<file path="src/rtl/ex_stage.sv">
`default_nettype none
// ============================================================================
// Module      : ex_stage
// Description : Execute stage of the five-stage MIPS pipeline. Single-cycle
//               logic/shift/arith ops are combinational; DIV/DIVU use an
//               iterative radix-2 restoring divider that stalls the pipeline.
// Ports       : clk, rst          - clock, synchronous active-high reset
//               aluop_i, alusel_i - operation code and result class
//               reg1_i, reg2_i    - operands (dividend/divisor; shamt/value)
//               wd_i, wreg_i      - destination address / write enable
//               wd_o, wreg_o,
//               wdata_o           - GPR write-back triple
//               whilo_o, hi_o,
//               lo_o              - HI/LO write (remainder / quotient)
//               stallreq_o        - hold request for IF/ID/EX
// Revision    : 1.0 - initial release
// ============================================================================
module ex_stage (
  input  logic        clk,
  input  logic        rst,
  input  logic [7:0]  aluop_i,
  input  logic [2:0]  alusel_i,
  input  logic [31:0] reg1_i,
  input  logic [31:0] reg2_i,
  input  logic [4:0]  wd_i,
  input  logic        wreg_i,
  output logic [4:0]  wd_o,
  output logic        wreg_o,
  output logic [31:0] wdata_o,
  output logic        whilo_o,
  output logic [31:0] hi_o,
  output logic [31:0] lo_o,
  output logic        stallreq_o
);

  localparam logic [7:0] c_OP_AND  = 8'b00100100;
  localparam logic [7:0] c_OP_OR   = 8'b00100101;
  localparam logic [7:0] c_OP_XOR  = 8'b00100110;
  localparam logic [7:0] c_OP_NOR  = 8'b00100111;
  localparam logic [7:0] c_OP_SLL  = 8'b01111100;
  localparam logic [7:0] c_OP_SRL  = 8'b00000010;
  localparam logic [7:0] c_OP_SRA  = 8'b00000011;
  localparam logic [7:0] c_OP_ADDU = 8'b00100001;
  localparam logic [7:0] c_OP_SUBU = 8'b00100011;
  localparam logic [7:0] c_OP_SLT  = 8'b00101010;
  localparam logic [7:0] c_OP_SLTU = 8'b00101011;
  localparam logic [7:0] c_OP_DIV  = 8'b00011010;
  localparam logic [7:0] c_OP_DIVU = 8'b00011011;

  localparam logic [2:0] c_SEL_LOGIC = 3'b001;
  localparam logic [2:0] c_SEL_SHIFT = 3'b010;
  localparam logic [2:0] c_SEL_ARITH = 3'b100;

  typedef enum logic [1:0] {
    S_IDLE = 2'd0,
    S_BUSY = 2'd1,
    S_DONE = 2'd2
  } div_state_t;

  // --------------------------------------------------------------------------
  // Single-cycle datapath
  // --------------------------------------------------------------------------
  logic [31:0] w_logic;
  logic [31:0] w_shift;
  logic [31:0] w_arith;
  logic [31:0] w_result;

  always_comb begin
    w_logic = 32'd0;
    case (aluop_i)
      c_OP_AND: w_logic = reg1_i & reg2_i;
      c_OP_OR:  w_logic = reg1_i | reg2_i;
      c_OP_XOR: w_logic = reg1_i ^ reg2_i;
      c_OP_NOR: w_logic = ~(reg1_i | reg2_i);
      default:  w_logic = 32'd0;
    endcase
  end

  always_comb begin
    w_shift = 32'd0;
    case (aluop_i)
      c_OP_SLL: w_shift = reg2_i << reg1_i[4:0];
      c_OP_SRL: w_shift = reg2_i >> reg1_i[4:0];
      c_OP_SRA: w_shift = $unsigned($signed(reg2_i) >>> reg1_i[4:0]);
      default:  w_shift = 32'd0;
    endcase
  end

  always_comb begin
    w_arith = 32'd0;
    case (aluop_i)
      c_OP_ADDU: w_arith = reg1_i + reg2_i;
      c_OP_SUBU: w_arith = reg1_i + ~reg2_i + 32'd1;
      c_OP_SLT:  w_arith = {31'd0, $signed(reg1_i) < $signed(reg2_i)};
      c_OP_SLTU: w_arith = {31'd0, reg1_i < reg2_i};
      default:   w_arith = 32'd0;
    endcase
  end

  always_comb begin
    w_result = 32'd0;
    case (alusel_i)
      c_SEL_LOGIC: w_result = w_logic;
      c_SEL_SHIFT: w_result = w_shift;
      c_SEL_ARITH: w_result = w_arith;
      default:     w_result = 32'd0;
    endcase
  end

  // --------------------------------------------------------------------------
  // Iterative divider
  // --------------------------------------------------------------------------
  div_state_t  r_state;
  logic [4:0]  r_cnt;
  logic [31:0] r_rem;   // partial remainder
  logic [31:0] r_quo;   // starts as |dividend|, quotient bits shift in at LSB
  logic [31:0] r_dvs;   // |divisor|
  logic        r_neg_q;
  logic        r_neg_r;
  logic [31:0] r_hi;
  logic [31:0] r_lo;

  logic        w_is_div;
  logic        w_a_neg;
  logic        w_b_neg;
  logic [32:0] w_trial;
  logic [32:0] w_diff;
  logic [31:0] w_rem_nxt;
  logic [31:0] w_quo_nxt;

  assign w_is_div = (aluop_i == c_OP_DIV) || (aluop_i == c_OP_DIVU);
  assign w_a_neg  = (aluop_i == c_OP_DIV) && reg1_i[31];
  assign w_b_neg  = (aluop_i == c_OP_DIV) && reg2_i[31];

  // The remainder is always below the divisor, so after the shift the trial
  // value fits in 33 bits and the kept result fits back in 32.
  assign w_trial   = {r_rem, r_quo[31]};
  assign w_diff    = w_trial - {1'b0, r_dvs};
  assign w_rem_nxt = w_diff[32] ? w_trial[31:0] : w_diff[31:0];
  assign w_quo_nxt = {r_quo[30:0], ~w_diff[32]};

  always_ff @(posedge clk) begin
    if (rst) begin
      r_state <= S_IDLE;
      r_cnt   <= 5'd0;
      r_rem   <= 32'd0;
      r_quo   <= 32'd0;
      r_dvs   <= 32'd0;
      r_neg_q <= 1'b0;
      r_neg_r <= 1'b0;
      r_hi    <= 32'd0;
      r_lo    <= 32'd0;
    end else begin
      case (r_state)
        S_IDLE: begin
          if (w_is_div) begin
            if (reg2_i == 32'd0) begin
              r_hi    <= 32'd0;
              r_lo    <= 32'd0;
              r_state <= S_DONE;
            end else begin
              r_quo   <= w_a_neg ? (32'd0 - reg1_i) : reg1_i;
              r_dvs   <= w_b_neg ? (32'd0 - reg2_i) : reg2_i;
              r_neg_q <= w_a_neg ^ w_b_neg;
              r_neg_r <= w_a_neg;
              r_rem   <= 32'd0;
              r_cnt   <= 5'd0;
              r_state <= S_BUSY;
            end
          end
        end
        S_BUSY: begin
          r_rem <= w_rem_nxt;
          r_quo <= w_quo_nxt;
          r_cnt <= r_cnt + 5'd1;
          if (r_cnt == 5'd31) begin
            // Sign fix-up is folded into the last iteration so the result
            // is already registered when DONE presents it.
            r_lo    <= r_neg_q ? (32'd0 - w_quo_nxt) : w_quo_nxt;
            r_hi    <= r_neg_r ? (32'd0 - w_rem_nxt) : w_rem_nxt;
            r_state <= S_DONE;
          end
        end
        S_DONE: begin
          // The pipeline advances at the end of this cycle, so the finished
          // divide is gone from the inputs by the time IDLE looks at them.
          r_state <= S_IDLE;
        end
        default: r_state <= S_IDLE;
      endcase
    end
  end

  // --------------------------------------------------------------------------
  // Outputs (all forced to zero while reset is held)
  // --------------------------------------------------------------------------
  assign wd_o       = rst ? 5'd0  : wd_i;
  assign wreg_o     = rst ? 1'b0  : wreg_i;
  assign wdata_o    = rst ? 32'd0 : w_result;
  assign whilo_o    = !rst && (r_state == S_DONE);
  assign hi_o       = rst ? 32'd0 : r_hi;
  assign lo_o       = rst ? 32'd0 : r_lo;
  assign stallreq_o = !rst && (((r_state == S_IDLE) && w_is_div) ||
                               (r_state == S_BUSY));

endmodule
`default_nettype wire

</file>
<file path="config.mk">
export PLATFORM = sky130hd
export DESIGN_NAME = ex_stage
export DESIGN_NICKNAME = d
export VERILOG_FILES = /design/src/rtl/ex_stage.sv
export SDC_FILE = /design/constraint.sdc
export NUM_CORES = 1
export LEC_CHECK = 0
export CORE_ASPECT_RATIO = 0.75
export CORE_MARGIN = 3
export CORE_UTILIZATION = 30
export CTS_CLUSTER_SIZE = 40
export DETAILED_ROUTE_END_ITERATION = 16
export SETUP_SLACK_MARGIN = 0.4
export SYNTH_ARGS = -nofsm -noshare
export SYNTH_HDL_FRONTEND = slang
export SYNTH_SLANG_ARGS = --single-unit
</file>
<file path="constraint.sdc">
create_clock -name clk -period 9.75 [get_ports clk]
set_input_delay 0.975 -clock clk [delete_from_list [all_inputs] [get_ports clk]]
set_output_delay 0.975 -clock clk [all_outputs]
set_load 0.1 [all_outputs]
</file>
Word level (Yosys, flattened, before mapping). Index checks and enable logic that the tools add are counted.

Register bits: 169. Latch bits: 0. Memory bits (writable): 0. Bits in read-only memories: 0. Input port bits: 83. Output and inout bits: 104. Word-level logic and storage cells: 102. Memories kept: 0.

$add $sub $neg: 9. $mul: 0. Divide/modulo/power cells: 0. $lt $le $gt $ge: 2. Equality and inequality tests: 23. Shift operators: 3. Muxes and demuxes: 33. Bitwise operators: 8. Reduce and logical (&&, ||, !) cells: 15.

Operator list (number): $mux W32 (16); $pmux W32 S2 (4); $pmux W32 S4 (2); $pmux W32 S3 (2); $sub A1 B32 Y32 const A (4); $add A32 B32 Y32 (2); $eq A8 B6 Y1 const B (8); $lt A32 B32 Y1 (2); $not A32 Y32 (2); $sub A33 B32 Y33 (1); $add A32 B1 Y32 const B (1); $and A32 B32 Y32 (1); $logic_not A32 Y1 (1); $or A32 B32 Y32 (1); $shl A32 B5 Y32 (1); $shr A32 B5 Y32 (1); $sshr A32 B5 Y32 (1); $xor A32 B32 Y32 (1); $eq A8 B2 Y1 const B (2); $eq A8 B5 Y1 const B (2); $mux W5 (3); $pmux W5 S2 (1); $eq A8 B7 Y1 const B (1); $ne A2 B2 Y1 const B (4); 20 further kinds (29).

Longest topological paths before layout.
Depth in word-level cells: 6. Gate-level depth with buffers: 23. Gate-level depth less buffers: 21.

Worst setup path after synthesis. No wires, ideal clock.

Path kind: input to output. From: input reg1_i[1]. To: output wdata_o[31]. Data arrival time: 6939 ps. Required time: 8775 ps. Path slack: 1836 ps. Cell stages on the path: 18. Buffers on the path: 4. Cells stage by stage: clkbuf_1 > clkinv_1 > clkbuf_1 > clkbuf_1 > clkbuf_1 > ha_1 > a21o_1 > a21oi_1 > o21ai_0 > a21oi_1 > or4_1 > a21boi_0 > o311ai_0 > o21ai_0 > nand3_1 > o21ai_0 > nor3b_1 > a211oi_1.

Word-level cells in the longest chain between the ends: 5. Elaborated cells between the ends (all ways): 10. Those cells by class: add/sub (3); shift (3); mux (4).

Ends and longest elaborated chain: from (decl) (RTL line 23) `input logic [31:0] reg1_i,`; $add A32 B32 Y32 (RTL line 93) `c_OP_SUBU: w_arith = reg1_i + ~reg2_i + 32'd1;`; $add A32 B1 Y32 (RTL line 93); $pmux W32 S4 (RTL line 91) `case (aluop_i)`; $pmux W32 S3 * (RTL line 102) `case (alusel_i)`; $mux W32 * (RTL line 199) `assign wdata_o = rst ? 32'd0 : w_result;`; to (decl) (RTL line 29) `output logic [31:0] wdata_o,`.

Mark *: on every way between the ends. The rest lies on a longest branch, timed or not.

Final worst setup path. Same ends and word-level chain as after synthesis.

==> impl_table.tex <==
\begin{tabular}{lr}
\hline
Metric & Value \\
\hline
\multicolumn{2}{l}{\textbf{Flow run}} \\
\quad Max-Cap Viols & 0 \\
\multicolumn{2}{l}{\textbf{Floorplanning}} \\
\quad IO Count & around 190 \\
\quad Floorplan die area & 69200 um2 \\
\quad Die height & 229 um \\
\quad Initial standard-cell utilization of the core & 0.307 \\
\quad Area of the core & 64500 um2 \\
\quad Std cell rows & 80 \\
\quad Horizontal die dimension & between 300 and 400 um \\
\multicolumn{2}{l}{\textbf{Clock network}} \\
\quad Post-cts repair resize count & 0 \\
\quad \# hold bufs at CTS & 0 \\
\quad Source-to-sink clock delay at the later pin of the worst-skew pair & about 0.45 ns \\
\quad Number of buffers inserted during clock tree synthesis & 17 \\
\quad Buffer depth of the longest clock path & 2 \\
\quad CTS tree & built \\
\quad Clock root buffer master & clkbuf\_16 \\
\quad Htree depth & 4 \\
\quad Register clock-pin slew on the reported worst setup and hold paths & 0.07 ns \\
\quad Setup fix buffers added after clock tree synthesis & 0 \\
\quad Number of sinks handled by clock tree synthesis & 169 \\
\multicolumn{2}{l}{\textbf{Timing}} \\
\quad Worst Hold Margin & about 0.46 ns \\
\quad Final Critical Period & 7.52 ns \\
\quad Worst slew slack as a fraction of its limit & 0.175 \\
\quad RSZ-0062 raised after global routing & false \\
\quad Final Setup Violations & 0 \\
\quad Max-slew violation total from the final report & 0 \\
\quad Transition time of the tightest slew-check pin & between 1 and 1.5 ns \\
\quad Post-route clock period utilization & 0.771 \\
\quad Fin Setup TNS & 0 ns \\
\quad Final clock skew & 0.00918 ns \\
\quad F\_max & roughly 130 MHz \\
\quad Final hold viol count & 0 \\
\multicolumn{2}{l}{\textbf{Power}} \\
\quad Largest voltage drop on the vdd net & about 0.093 mV \\
\quad Power density of the placed cells & around 96 nW/um2 \\
\quad Leak Pwr & roughly 9.0 nW \\
\multicolumn{2}{l}{\textbf{Logic synthesis}} \\
\quad Yosys synthesis warning count & 0 \\
\quad Adder and majority cell fraction of the synthesized area & 0.0896 \\
\quad Combinational family with the most area after synthesis & compound AO/OA/AOI/OAI gates \\
\quad Cell count after synthesis & 2769 \\
\quad Count of different cell masters after synthesis & 95 \\
\quad Fraction of the mapped netlist area in compound gates & 0.297 \\
\quad Number of synthesized flops with an enable pin & 0 \\
\quad Async S/R FF share, synth & 0 \\
\quad Proportion of synthesized chip area in sequential cells & 0.171 \\
\quad Share of synthesized area spent on multiplexers & 0.0792 \\
\quad \#FFs+latches synth & 169 \\
\quad Synth Net Count & 2992 \\
\quad Top flip-flop cell by instance count after synthesis & dfxtp\_1 \\
\quad Simple-gate share of the synthesized area & 0.202 \\
\quad Per-instance average area after synthesis & 7.15 um2 \\
\quad Synthesized-area fraction occupied by xor and xnor cells & 0.0925 \\
\quad Area of the mapped netlist & 19800 um2 \\
\multicolumn{2}{l}{\textbf{Cells and area}} \\
\quad Area grow syn2layout & 15.0\% \\
\quad Seq. cell area & around 3400 um2 \\
\quad Number of nets at the end of the flow & 3031 \\
\quad Share of the core filled with cells & 0.353 \\
\quad Fraction of layout instances using a drive strength above 1 & 0.0425 \\
\quad Filler cell count in the final layout & slightly below 7000 \\
\quad Total area of multi-input combinational cells & roughly 15000 um2 \\
\multicolumn{2}{l}{\textbf{Global routing}} \\
\quad Overall global routing resource usage & 0.233 \\
\quad Pin count of the biggest net entering global routing & 96 \\
\quad Number of global-route vias before repair & slightly below 20000 \\
\quad Sum of overflow across all layers after global routing & 0 \\
\quad Number of antenna violations at the first check in global routing & 11 \\
\quad First-pass GRT wire length & 125000 um \\
\multicolumn{2}{l}{\textbf{Critical path}} \\
\quad Arrival time of the worst setup path & 6.54 ns \\
\quad Classification of the worst setup path & in -> out \\
\quad Type of element launching the critical path & input pin \\
\quad Required time at the worst-slack endpoint & 8.78 ns \\
\quad Critical-path maximum fanout & 14 \\
\quad Kind of end point of the critical path & primary output \\
\multicolumn{2}{l}{\textbf{Placement}} \\
\quad Buffers on Ports & 186 \\
\quad Final weighted congestion in routability-driven placement & 0.980 \\
\quad Half-perimeter wire length of the detailed placement result & 66000 um \\
\multicolumn{2}{l}{\textbf{Run status}} \\
\quad Result of the run & complete, no violations \\
\multicolumn{2}{l}{\textbf{Detailed routing}} \\
\quad Routed length per placed instance & approximately 23 um \\
\quad Vias per cell & 5.75 \\
\quad Length of routed met2 wiring & 34900 um \\
\quad Length of routed wiring on met1 & just under 40000 um \\
\quad Drc violations & 0 \\
\quad Met3 Wirelength & about 8700 um \\
\quad Top routing layer in use & met5 \\
\quad Total vias in the final route & 21200 \\
\quad Violation count after the first detailed-route iteration & 2619 \\
\quad Detailed-route wire length & 84200 um \\
\quad Post-detailed-route count of antenna-violating nets & 0 \\
\quad Number of detailed-routing iterations run before antenna repair & 7 \\
\multicolumn{2}{l}{\textbf{Worst hold path}} \\
\quad Tightest Hold Check Type & reg -> reg \\
\hline
\end{tabular}
[metrics by stage]
step | cells | setup WS [ns] | total power, mW | area [um2]
after global placement | 3650 | 2.27 | 1.51 | 22200
final | 3683 | 2.23 | 2.18 | 22800
after detailed placement | 3650 | 2.31 | 1.50 | 22200
after global routing | 3683 | 1.78 | 2.29 | 22800
after floorplan | 2769 | 1.84 | 1.26 | 19800
after CTS | 3682 | 2.27 | 2.18 | 22800
[final timing paths]
| path | start | end | slack, ns | cells after the start |
|---|---|---|---|---|
| worst max-delay path | reg1_i[1] | wdata_o[31] | 2.23 | 17 |
| worst min-delay path | r_lo[0] | r_lo[0] | 0.46 | 2 |
| worst max register to register | r_dvs[0] | r_hi[30] | 3.80 | 20 |
| worst min register to register | r_lo[0] | r_lo[0] | 0.46 | 2 |
[Yosys cell counts, types with 20 or more instances]
library cell | instances | area (um2)
xnor2_1 | 160 | 1400
a31oi_1 | 27 | 169
a21oi_1 | 204 | 1020
nor2_1 | 294 | 1100
mux2i_1 | 141 | 1410
nand2_1 | 233 | 875
nor4_1 | 20 | 125
nand2b_1 | 24 | 150
o22ai_1 | 27 | 169
nor3_1 | 66 | 330
a21o_1 | 58 | 435
buf_1 | 20 | 75.1
nand3_1 | 37 | 185
inv_1 | 141 | 529
o31ai_1 | 38 | 285
ha_1 | 137 | 1710
o2bb2ai_1 | 37 | 324
o21ai_0 | 232 | 1160
nor2b_1 | 84 | 526
clkbuf_1 | 164 | 616
xor2_1 | 46 | 403
a222oi_1 | 32 | 320
a211oi_1 | 65 | 488
dfxtp_1 | 169 | 3380
[layout by cell type, fill, tap and decap left out, types with 15 or more instances in the layout]
cell type and n:
xnor2_1 160, a21o_1 57, or3_1 19, o21bai_1 18
buf_4 39, a222oi_1 32, o41ai_1 15, clkbuf_16 17
nand3_1 37, nand2b_1 23, inv_1 141, nor4_1 19
o2bb2ai_1 37, a31oi_1 27, o31ai_1 38, nand2_1 233
o21a_1 18, o22ai_1 27, xor2_1 46, mux2i_1 141
nor2b_1 83, clkdlybuf4s50_1 180, nor2_1 293, nor3_1 66
a211oi_1 65, dfxtp_1 169, o21ai_0 232, ha_1 137
nand4_1 19, a21oi_1 204
[sequential cells by signal, summed over array words and instances (netlist names)]
signal	flops
r_hi	32
r_quo	32
r_neg_q	1
r_dvs	32
r_cnt	5
r_state	2
r_neg_r	1
r_lo	32
r_rem	32
[critical path, cell delays in order]
cell and delay, ns:
clkdlybuf4s50_1 0.91, inv_2 0.07, ha_1 0.33, a21o_1 0.13
a21oi_1 0.13, o21ai_0 0.35, a21oi_1 0.16, or4_1 0.55
a21boi_0 0.27, o311ai_0 0.16, buf_4 0.19, o21ai_0 0.42
nand3_1 0.14, o21ai_0 0.11, nor3b_1 0.07, a211oi_1 0.32
clkdlybuf4s50_1 1.24
[cell type report]
class / instances / area share
clock buffer: 18 / 0.0188
sequential: 169 / 0.149
inverter: 145 / 0.0240
antenna: 1 / 0.000110
tap: 861 / 0.0473
timing repair buffer: 223 / 0.0928
clock inverter: 14 / 0.00604
multi-input combinational: 2252 / 0.662
[report_power, final]
part | switching [mW] | total, mW | internal, mW
Clock | 0.312 | 0.669 | 0.358
Combinational | 0.529 | 0.818 | 0.289
Sequential | 0.00212 | 0.694 | 0.692
[routing by layer]
metal,GRT usage,vias up
met1,0.334,10100
met5,0,-
li1,-,10000
met4,0.0577,20
met3,0.0687,113
met2,0.338,932
[logic make-up (layout without fill, tap and decap cells)]
group / count (synthesis) / count (layout)
XOR/XNOR: 207 / 207
flip-flops: 169 / 169
AND/OR/NAND/NOR: 858 / 858
AO/OA/AOI/OAI: 895 / 895
buffers and inverters: 348 / 400
other: 0 / 1
adder cells (fa/ha/maj): 140 / 140
multiplexers: 152 / 152
(Power assumes the default switching activity.)
